### src/rtl/wordle_scorer.sv
// Scores one 5-letter guess against the secret word using Wordle duplicate-letter rules,
// keeps a NUM_ROWS-deep board history for the display and tracks win/lose/guess count.
module wordle_scorer #(
  parameter int NUM_ROWS = 6,
  parameter int LW       = 8
) (
  input  logic            Clk,
  input  logic            reset,
  input  logic            start,
  input  logic            new_game,
  input  logic [5*LW-1:0] guess,
  input  logic [5*LW-1:0] answer,
  output logic            busy,
  output logic            done,
  output logic [9:0]      colors,
  output logic            win,
  output logic            lose,
  output logic [2:0]      guess_count,
  input  logic [2:0]      rd_row,
  output logic [5*LW-1:0] rd_letters,
  output logic [9:0]      rd_colors
);

  localparam logic [2:0] ROWS_MAX = 3'(NUM_ROWS);
  localparam logic [9:0] ALL_GREEN = 10'h2AA;

  typedef enum logic [1:0] {IDLE, GREEN, YELLOW, COMMIT} state_t;

  state_t          state, next_state;
  logic [5*LW-1:0] g_reg, a_reg;
  logic [LW-1:0]   g_let [5];
  logic [LW-1:0]   a_let [5];
  logic [1:0]      col [5];
  logic [4:0]      used;
  logic [2:0]      idx;
  logic [9:0]      work_colors;
  logic            accept;
  logic            y_found;
  logic [2:0]      y_pos;

  logic [5*LW-1:0] row_letters [NUM_ROWS];
  logic [9:0]      row_colors  [NUM_ROWS];

  assign accept      = start && !win && !lose && (guess_count < ROWS_MAX);
  assign work_colors = {col[0], col[1], col[2], col[3], col[4]};

  always_comb begin
    for (int i = 0; i < 5; i++) begin
      g_let[i] = g_reg[(4-i)*LW +: LW];
      a_let[i] = a_reg[(4-i)*LW +: LW];
    end
  end

  // Lowest unused answer position holding the letter at guess position idx
  always_comb begin
    y_found = 1'b0;
    y_pos   = 3'd0;
    for (int j = 0; j < 5; j++) begin
      if (!y_found && !used[j] && (a_let[j] == g_let[idx])) begin
        y_found = 1'b1;
        y_pos   = 3'(j);
      end
    end
  end

  always_ff @(posedge Clk) begin
    if (reset)
      state <= IDLE;
    else
      state <= next_state;
  end

  always_comb begin
    next_state = state;
    if (new_game) begin
      next_state = IDLE;
    end else begin
      case (state)
        IDLE:    if (accept) next_state = GREEN;
        GREEN:   next_state = YELLOW;
        YELLOW:  if (idx == 3'd4) next_state = COMMIT;
        COMMIT:  next_state = IDLE;
        default: next_state = IDLE;
      endcase
    end
  end

  always_comb begin
    busy = (state != IDLE);
  end

  // new_game clears exactly like reset, which also aborts a scoring in flight
  always_ff @(posedge Clk) begin
    if (reset || new_game) begin
      g_reg       <= '0;
      a_reg       <= '0;
      used        <= '0;
      idx         <= '0;
      done        <= 1'b0;
      colors      <= '0;
      win         <= 1'b0;
      lose        <= 1'b0;
      guess_count <= '0;
      for (int i = 0; i < 5; i++) col[i] <= 2'b00;
      for (int r = 0; r < NUM_ROWS; r++) begin
        row_letters[r] <= '0;
        row_colors[r]  <= '0;
      end
    end else begin
      done <= 1'b0;
      case (state)
        IDLE: begin
          if (accept) begin
            g_reg <= guess;
            a_reg <= answer;
            used  <= '0;
            idx   <= '0;
            for (int i = 0; i < 5; i++) col[i] <= 2'b00;
          end
        end
        GREEN: begin
          for (int i = 0; i < 5; i++) begin
            if (g_let[i] == a_let[i]) begin
              col[i]  <= 2'b10;
              used[i] <= 1'b1;
            end
          end
          idx <= '0;
        end
        YELLOW: begin
          if ((col[idx] != 2'b10) && y_found) begin
            col[idx]     <= 2'b01;
            used[y_pos]  <= 1'b1;
          end
          idx <= (idx == 3'd4) ? 3'd0 : idx + 3'd1;
        end
        COMMIT: begin
          row_letters[guess_count] <= g_reg;
          row_colors[guess_count]  <= work_colors;
          colors      <= work_colors;
          guess_count <= guess_count + 3'd1;
          done        <= 1'b1;
          win         <= (work_colors == ALL_GREEN);
          lose        <= (work_colors != ALL_GREEN) && (guess_count + 3'd1 == ROWS_MAX);
        end
        default: ;
      endcase
    end
  end

  always_comb begin
    rd_letters = '0;
    rd_colors  = '0;
    if ((rd_row < guess_count) && (rd_row < ROWS_MAX)) begin
      rd_letters = row_letters[rd_row];
      rd_colors  = row_colors[rd_row];
    end
  end

endmodule

### config.mk
export PLATFORM = sky130hd
export DESIGN_NAME = wordle_scorer
export DESIGN_NICKNAME = d
export VERILOG_FILES = /design/src/rtl/wordle_scorer.sv
export SDC_FILE = /design/constraint.sdc
export NUM_CORES = 1
export LEC_CHECK = 0
export ABC_AREA = 1
export BUFFER_PORTS_ARGS = -buffer_cell sky130_fd_sc_hd__buf_2
export CAP_MARGIN = 20
export CORE_MARGIN = 3
export CORE_UTILIZATION = 61
export DETAILED_ROUTE_END_ITERATION = 10
export PLACE_DENSITY = 0.8
export SLEW_MARGIN = 10
export SYNTH_ARGS = -nofsm -noshare
export SYNTH_HDL_FRONTEND = slang
export SYNTH_SLANG_ARGS = --single-unit
### constraint.sdc
create_clock -name Clk -period 6.8 [get_ports Clk]
set_clock_uncertainty 0.05 [all_clocks]
set_input_delay 0 -clock Clk [delete_from_list [all_inputs] [get_ports Clk]]
set_output_delay 0 -clock Clk [all_outputs]
set_load 0.02 [all_outputs]
* After elaboration in Yosys (flattened, before gate mapping)
Memories as Yosys holds them, arrays and structs flattened. A register that Yosys moved wholly into a read port is not among the register bits.
Index checks and enable logic that the tools add are counted.
** Cells by class
- Add/sub/neg operators :: 2
- Bitwise logic cells :: 12
- Magnitude comparators :: 6
- Mux-type cells :: 84
- Reductions and logical operators :: 43
- Equality and inequality tests :: 26
** Operator list (count)
- $eq A8 B8 Y1 :: 10
- $mux W40 :: 2
- $mux W1 :: 48
- $reduce_or A40 Y1 :: 1
- $mux W3 :: 10
- $mux W2 :: 13
- $bmux W8 S3 :: 1
- $mux W10 :: 2
- $reduce_and A4 Y1 :: 5
- $ne A2 B2 Y1 const B :: 9
- $logic_and A1 B1 Y1 :: 16
- $mux W8 :: 2
- $pmux W5 S3 :: 1
- $logic_not A1 Y1 :: 11
- $eq A10 B10 Y1 const B :: 1
- $mux W5 :: 2
- $ne A10 B10 Y1 const B :: 1
- $or A1 B1 Y1 :: 10
- $reduce_or A10 Y1 :: 1
- $pmux W3 S3 :: 1
- $pmux W2 S4 :: 1
- $add A3 B1 Y3 const B :: 2
- $eq A3 B3 Y1 const B :: 2
- $lt A3 B3 Y1 const B :: 2
- other kinds (15) :: 19
** Storage, ports and cells
- Memory bits (writable) :: 310
- Output and inout port bits :: 67
- Flip-flop bits (word level) :: 106
- Memories kept :: 3
** Memories
- row_letters :: depth 6, bits a word 40, read ports 1, clocked after Yosys merged registers in 0, write ports 6, RTL line 41 : logic [5*LW-1:0] row_letters [NUM_ROWS];
- row_colors :: depth 6, bits a word 10, read ports 1, clocked after Yosys merged registers in 0, write ports 6, RTL line 42 : logic [9:0] row_colors [NUM_ROWS];
- col :: depth 5, bits a word 2, read ports 6, clocked after Yosys merged registers in 1, write ports 5, RTL line 33 : logic [1:0] col [5];

* Logic depth before layout (Yosys ltp)
Gate-level depths: netlist of the first run.
- Word-level depth :: 30
- Gate-level depth with buffers :: 23
- Depth with buffers taken out :: 22

* Worst setup path after synthesis of the first run
No wires, ideal clock.
- Path type :: register to register
- From :: reg state[0]
- To :: mem row_colors[7][0] (enable)
- Path slack :: 1727 ps
- Data required time :: 6231 ps
- Library setup time :: 519 ps
- Arrival time :: 4504 ps
- Cell stages (with the launch flop) :: 7
- Period minus slack after synthesis :: 5073 ps
- Cells stage by stage :: dfxtp_1 > ha_1 > inv_1 > nor2_1 > inv_2 > clkbuf_1 > nor3_1
** RTL lines
- from (decl) :: RTL line 29 : state_t state, next_state;
- from (signal assigned) :: RTL line 70 : state <= next_state;
- to (decl) :: RTL line 42

==> flow_summary.json, run 1 <==
{
  "syn_area_per_cell_um2": 9.797,
  "powerDensity_nw_per_um2": 263.7,
  "max_freq_mhz": 277.8,
  "yosys_most_used_dff": "edfxtp_1",
  "initial_utilization_pct": 62.12,
  "yosys_register_bits": 519,
  "ys_top_cells_by_count": "567 x nor2_1, 400 x edfxtp_1, 312 x o21ai_0, 218 x nand2_1, 185 x inv_1",
  "core_area_um2": 37760,
  "drv_slew": 0,
  "setup_tns_ns": 0,
  "die_area_um2": 40840,
  "synth.most_common_cell": "nor2_1",
  "drc": 0,
  "cp.required_ns": 7.24,
  "via_count": 19000,
  "numCtsBuffers": 51,
  "fin_hold_ws_ns": 0.04676,
  "synth_edf_count": 400,
  "io_buffers": 153,
  "synth_cells": 2394,
  "combPwrFrac_pct": 10.9,
  "rows": 71,
  "synth_area_leader_cell": "edfxtp_1",
  "h-tree-depth": 2,
  "p_sw_share_pct": 24.74,
  "setup_violations": 0,
  "hold_viol_final": 0,
  "worstPathMaxFanout": 31,
  "synth_area_leaders": "edfxtp_1 51%, dfxtp_1 10%, nor2_1 9.1%",
  "cts_tree": "yes",
  "routed_wire_length_per_instance_um": 22.19,
  "pwr-share-clk_pct": 39.0,
  "postRouteAntennaNets": 0,
  "vias_per_cell": 6.121,
  "p_int_mw": 5.345,
  "top_level_ports": 154,
  "cts.clk_slew.worst_paths_ns": 0.06,
  "globalRouteOverflowTotal": 0,
  "num_antenna_cells": 0,
  "arrival_ns": 4.04,
  "synth_nets": 2493,
  "seqPwrFrac_pct": 50.1,
  "root_buffer": "clkbuf_16",
  "vdd_drop_max_mv": 0.1717,
  "gp_congestion": 1.021,
  "grt_pass1_vias": 18740,
  "worst_slew_pin_slew_ns": 1.098,
  "path_class": "reg -> reg",
  "grt_antenna_before_repair": 0,
  "grt_start_max_net_pins": 122,
  "dr.pass1.iters": 6,
  "ys_warn_count": 0,
  "min_period_ns": 3.599,
  "clk_latency_ns": 0.59,
  "drive_gt1_share_pct": 15.70,
  "cp-end-kind": "register",
  "hp-class": "in -> reg",
  "die_w_um": 202.1,
  "drt_iter0_markers": 2270,
  "drt_wl_total_mm": 68.88,
  "track_usage_pct": 33.24,
  "outcome": "finished, final reports clean",
  "final.period_utilization_pct": 52.93,
  "ys_seq_area_share_pct": 61.37,
  "postCtsSetupBuffers": 0,
  "max_slew_margin_pct": 26.67,
  "syn2layout_area_growth_pct": 14.83,
  "synth_cell_type_count": 43,
  "cap_violations": 0,
  "p_leak_nw": 10.18,
  "grt_pass1_wl_mm": 105.2,
  "finalPower_mw": 7.102,
  "synth-async-reset-ratio_pct": 0,
  "synth_area_um2": 23450,
  "fp.dieH_um": 202.1,
  "clock_sinks": 519,
  "cp-start-kind": "register",
  "yosysTopAreaCellShare_pct": 51.21,
  "final_nets": 2653,
  "dp_hpwl_mm": 41.78,
  "p_sw_mw": 1.757,
  "cts_buffer_depth": 3,
  "rsz0062_at_grt": "false"
}
[power groups by stage]
stage	registers [mW]	logic (mW)	clock network [mW]
after floorplan	3.60	0.487	0
after global placement	3.62	0.698	0
after detailed placement	3.62	0.715	0
after CTS	3.55	0.754	2.78
after global routing	3.56	0.837	2.90
final	3.56	0.776	2.77
[registers in the layout, summed over array words and instances (netlist names), 2 cells and up, named ones only]
register	count
col	10
a_let	40
idx	3
guess_count	3
used	5
g_let	40
state	2
row_colors	80
colors	10
row_letters	320
[cells in the final DEF (no fill, tap or decap), drive strengths merged]
| cell | n |
|---|---|
| a211oi | 4 |
| o221a | 98 |
| ha | 12 |
| bufinv | 4 |
| nor4 | 6 |
| a31oi | 1 |
| a21boi | 1 |
| a21oi | 97 |
| inv | 196 |
| nor2b | 1 |
| a2111oi | 1 |
| nor3 | 56 |
| nor3b | 2 |
| o221ai | 1 |
| o41ai | 3 |
| nand3 | 51 |
| nand2 | 228 |
| clkinv | 17 |
| clkbuf | 68 |
| o21ai | 318 |
| o22ai | 2 |
| nand4 | 42 |
| edfxtp | 400 |
| xnor2 | 5 |
| xor2 | 15 |
| and3 | 1 |
| dfxtp | 119 |
| clkinvlp | 4 |
| dlygate4sd3 | 80 |
| buf | 179 |
| o21bai | 1 |
| nor2 | 580 |
[what timing repair did]
action,CTS,global route
hold buffers,80,0
resized for setup,0,0
endpoints found under the hold margin,80,0
[metal layers]
layer	GRT usage [%]	wire (um)	vias to the layer above
li1	-	-	8590
met1	43.64	26230	9047
met4	13.66	3053	0
met3	6.942	7055	200
met2	54.53	32540	1163
met5	0	0	-
[final timing paths]
check	cells after the start	startpoint	slack [ns]	endpoint
worst max-delay path	17	idx[0]$_SDFFE_PP0P_	3.20	col[2][1]$_SDFFE_PP0P_
worst min-delay path	6	start	0.05	state[0]$_SDFFE_PP0P_
worst max register to register	17	idx[0]$_SDFFE_PP0P_	3.20	col[2][1]$_SDFFE_PP0P_
worst min register to register	2	colors[5]$_SDFFE_PP0N_	0.40	colors[5]$_SDFFE_PP0N_
[kinds of logic after synthesis]
family,after synthesis,share of synthesized area (%)
xor+xnor,20,0.8429
compound gates,527,14.02
flops,519,61.37
fa+ha+maj,12,0.6402
buf+inv,349,5.799
simple gates,967,17.33
[worst max-delay path, stage by stage (launching register included)]
cell and delay [ns]:
dfxtp_1 0.88, inv_2 0.47, nand4_1 0.24, nand2_2 0.16
nor2_4 0.24, nand2_1 0.07, nand2_1 0.10, nand2_1 0.06
nor2_1 0.14, nand3_1 0.09, nand2_1 0.18, inv_2 0.06
nand3_2 0.08, nand2_2 0.08, nor3_4 0.25, nand4_1 0.17
nand2_1 0.12, inv_1 0.04
[cell type report]
class                           instances  area [um^2]
Timing Repair Buffer                  259         1780
Multi-Input combinational cell       1526         7747
Fill cell                            2630        10820
Clock buffer                           68         1403
Sequential cell                       519        14390
Inverter                              197        750.7
Tap cell                              511        639.4
Clock inverter                         24        216.5
[metrics by stage]
stage	setup WS [ns]	area, um^2	cells	util (%)
finish	3.201	26930	3104	71.33
global route	2.926	26930	3104	71.33
CTS	3.236	26920	3103	71.30
detailed placement	2.872	24500	2931	64.89
global placement	2.970	24480	2930	64.84
floorplan	1.727	23450	2394	-
Power figures use the tool's default switching activity.
==> inputs of run 2 (changes only) <==
==> constraint.sdc (replaced) <==
create_clock -name Clk -period 3.8 [get_ports Clk]
set_clock_uncertainty 0.05 [all_clocks]
set_input_delay 0 -clock Clk [delete_from_list [all_inputs] [get_ports Clk]]
set_output_delay 0 -clock Clk [all_outputs]
set_load 0.02 [all_outputs]
==> flow_summary.json, run 2 (synthesis gave the netlist of run 1 again) <==
{
  "setup_tns_ns": 0,
  "hold_viol_final": 0,
  "rsz0062_at_grt": "false",
  "syn2layout_area_growth_pct": 15.61,
  "io_buffers": 153,
  "drt_wl_total_mm": 71.17,
  "globalRouteOverflowTotal": 0,
  "setup_violations": 0,
  "dr.pass1.iters": 6,
  "dp_hpwl_mm": 43.31,
  "grt_antenna_before_repair": 0,
  "drt_iter0_markers": 2331,
  "drive_gt1_share_pct": 16.14,
  "drv_slew": 0,
  "h-tree-depth": 2,
  "clk_latency_ns": 0.59,
  "numCtsBuffers": 51,
  "layout_commonest_cell": "nor2_1",
  "cp.required_ns": 3.75,
  "clock_sinks": 519,
  "fp.dieH_um": 202.1,
  "cts.clk_slew.worst_paths_ns": 0.06,
  "rows": 71,
  "cp-end-kind": "primary output",
  "postRouteAntennaNets": 0,
  "die_area_um2": 40840,
  "vdd_drop_max_mv": 0.4194,
  "utilization_pct": 71.82,
  "path_class": "reg -> out",
  "cp-start-kind": "register",
  "post_cts_resize_count": 0,
  "grt_pass1_vias": 18720,
  "top_regs": "row_letters x320, row_colors x80",
  "drc": 0,
  "root_buffer": "clkbuf_16",
  "worst_slew_pin_slew_ns": 1.000,
  "largest_reg_flops": 320,
  "grt_start_max_net_pins": 187,
  "via_count": 19140,
  "reg2reg_from": "idx[2]$_SDFFE_PP0P_",
  "cap_violations": 0,
  "cts_tree": "yes",
  "min_period_ns": 3.192,
  "hp-start": "start",
  "seqPwrFrac_pct": 50.6,
  "final_cell_mix": "565 x nor2_1, 400 x edfxtp_1, 312 x o21ai_0",
  "gp_congestion": 1.004,
  "core_area_um2": 37760,
  "track_usage_pct": 34.15,
  "crit_path_start": "guess_count[1]$_SDFFE_PP0N_",
  "max_slew_margin_pct": 33.31,
  "vias_per_cell": 6.136,
  "grt_pass1_wl_mm": 107.4,
  "initial_utilization_pct": 62.12,
  "postCtsSetupBuffers": 0,
  "combPwrFrac_pct": 11.4,
  "final.period_utilization_pct": 84.00,
  "p_sw_mw": 3.144,
  "hp-class": "in -> reg",
  "finalPower_mw": 12.58,
  "die_w_um": 202.1,
  "p_sw_share_pct": 25.00,
  "top_level_ports": 154,
  "worstPathMaxFanout": 39,
  "final_nets": 2670,
  "regMostFlops": "row_letters",
  "powerDensity_nw_per_um2": 463.9,
  "max_freq_mhz": 313.3,
  "pwr-share-clk_pct": 38.0,
  "cts_buffer_depth": 3,
  "num_antenna_cells": 0,
  "outcome": "finished, final reports clean",
  "routed_wire_length_per_instance_um": 22.82,
  "p_leak_nw": 10.31,
  "arrival_ns": 3.14,
  "p_int_mw": 9.435
}
==> run 2: changes by cell type in the layout (fill, tap and decap cells not counted), moves of 2 or more <==
cell and change:
inv_6 +2, bufinv_16 -2, buf_12 +7, clkbuf_1 -2, buf_4 +8, clkinvlp_2 -2, dlygate4sd3_1 +2
==> run 2: per-layer routing <==
layer | global-route usage (%) | wire length (um)
met1 | 45.87 | 27310
met4 | 15.28 | 3005
met5 | 0 | 0
met3 | 5.089 | 6700
met2 | 55.79 | 34150
==> run 2: per-stage QoR <==
step                      area, um^2  cells  worst slack, ns  hold slack, ns
after floorplan                23460   2394           0.1022         0.08490
after global placement         24700   2946           0.7694          0.1752
after detailed placement       24700   2946           0.7895          0.1866
after CTS                      27090   3118           0.6641        0.001100
after global routing           27110   3119           0.4283         0.04769
final                          27110   3119           0.6079         0.02159
==> run 2: path summary, 6_finish.rpt <==
| path | endpoint | slack [ns] | depth (start not counted) |
|---|---|---|---|
| worst max-delay path | rd_letters[34] | 0.61 | 9 |
| worst min-delay path | used[4]$_SDFFE_PP0P_ | 0.02 | 7 |
| worst max register to register | col[3][1]$_SDFFE_PP0P_ | 0.73 | 19 |
| worst min register to register | colors[1]$_SDFFE_PP0N_ | 0.40 | 2 |
==> run 2: repair_timing <==
action | 4_1_cts | 5_1_grt
setup endpoints to repair | 0 | 0
endpoints found under the hold margin | 86 | 0
hold buffers | 82 | 0
==> run 2: layout make-up <==
cell class	instances	area (um^2)
Clock buffer	66	1384
Clock inverter	24	177.7
Fill cell	2664	10640
Inverter	197	749.5
Multi-Input combinational cell	1526	7754
Sequential cell	519	14390
Tap cell	511	639.4
Timing Repair Buffer	276	2017
==> run 2: power by group through the flow <==
| stage | sequential (mW) | combinational [mW] | clock, mW |
|---|---|---|---|
| 2_1_floorplan | 6.44 | 0.872 | 0 |
| 3_3_place_gp | 6.47 | 1.30 | 0 |
| 3_5_place_dp | 6.48 | 1.33 | 0 |
| 4_1_cts | 6.36 | 1.40 | 4.82 |
| 5_1_grt | 6.37 | 1.54 | 5.03 |
| 6_report | 6.36 | 1.43 | 4.79 |
==> run 2: critical path, stage by stage (launching register included) <==
cell,delay (ns)
dfxtp_1,0.44
inv_1,0.15
ha_1,0.31
o21ai_0,0.07
inv_1,0.05
o21ai_0,0.28
nand2_2,0.09
buf_4,0.33
nor3_1,0.54
buf_2,0.27
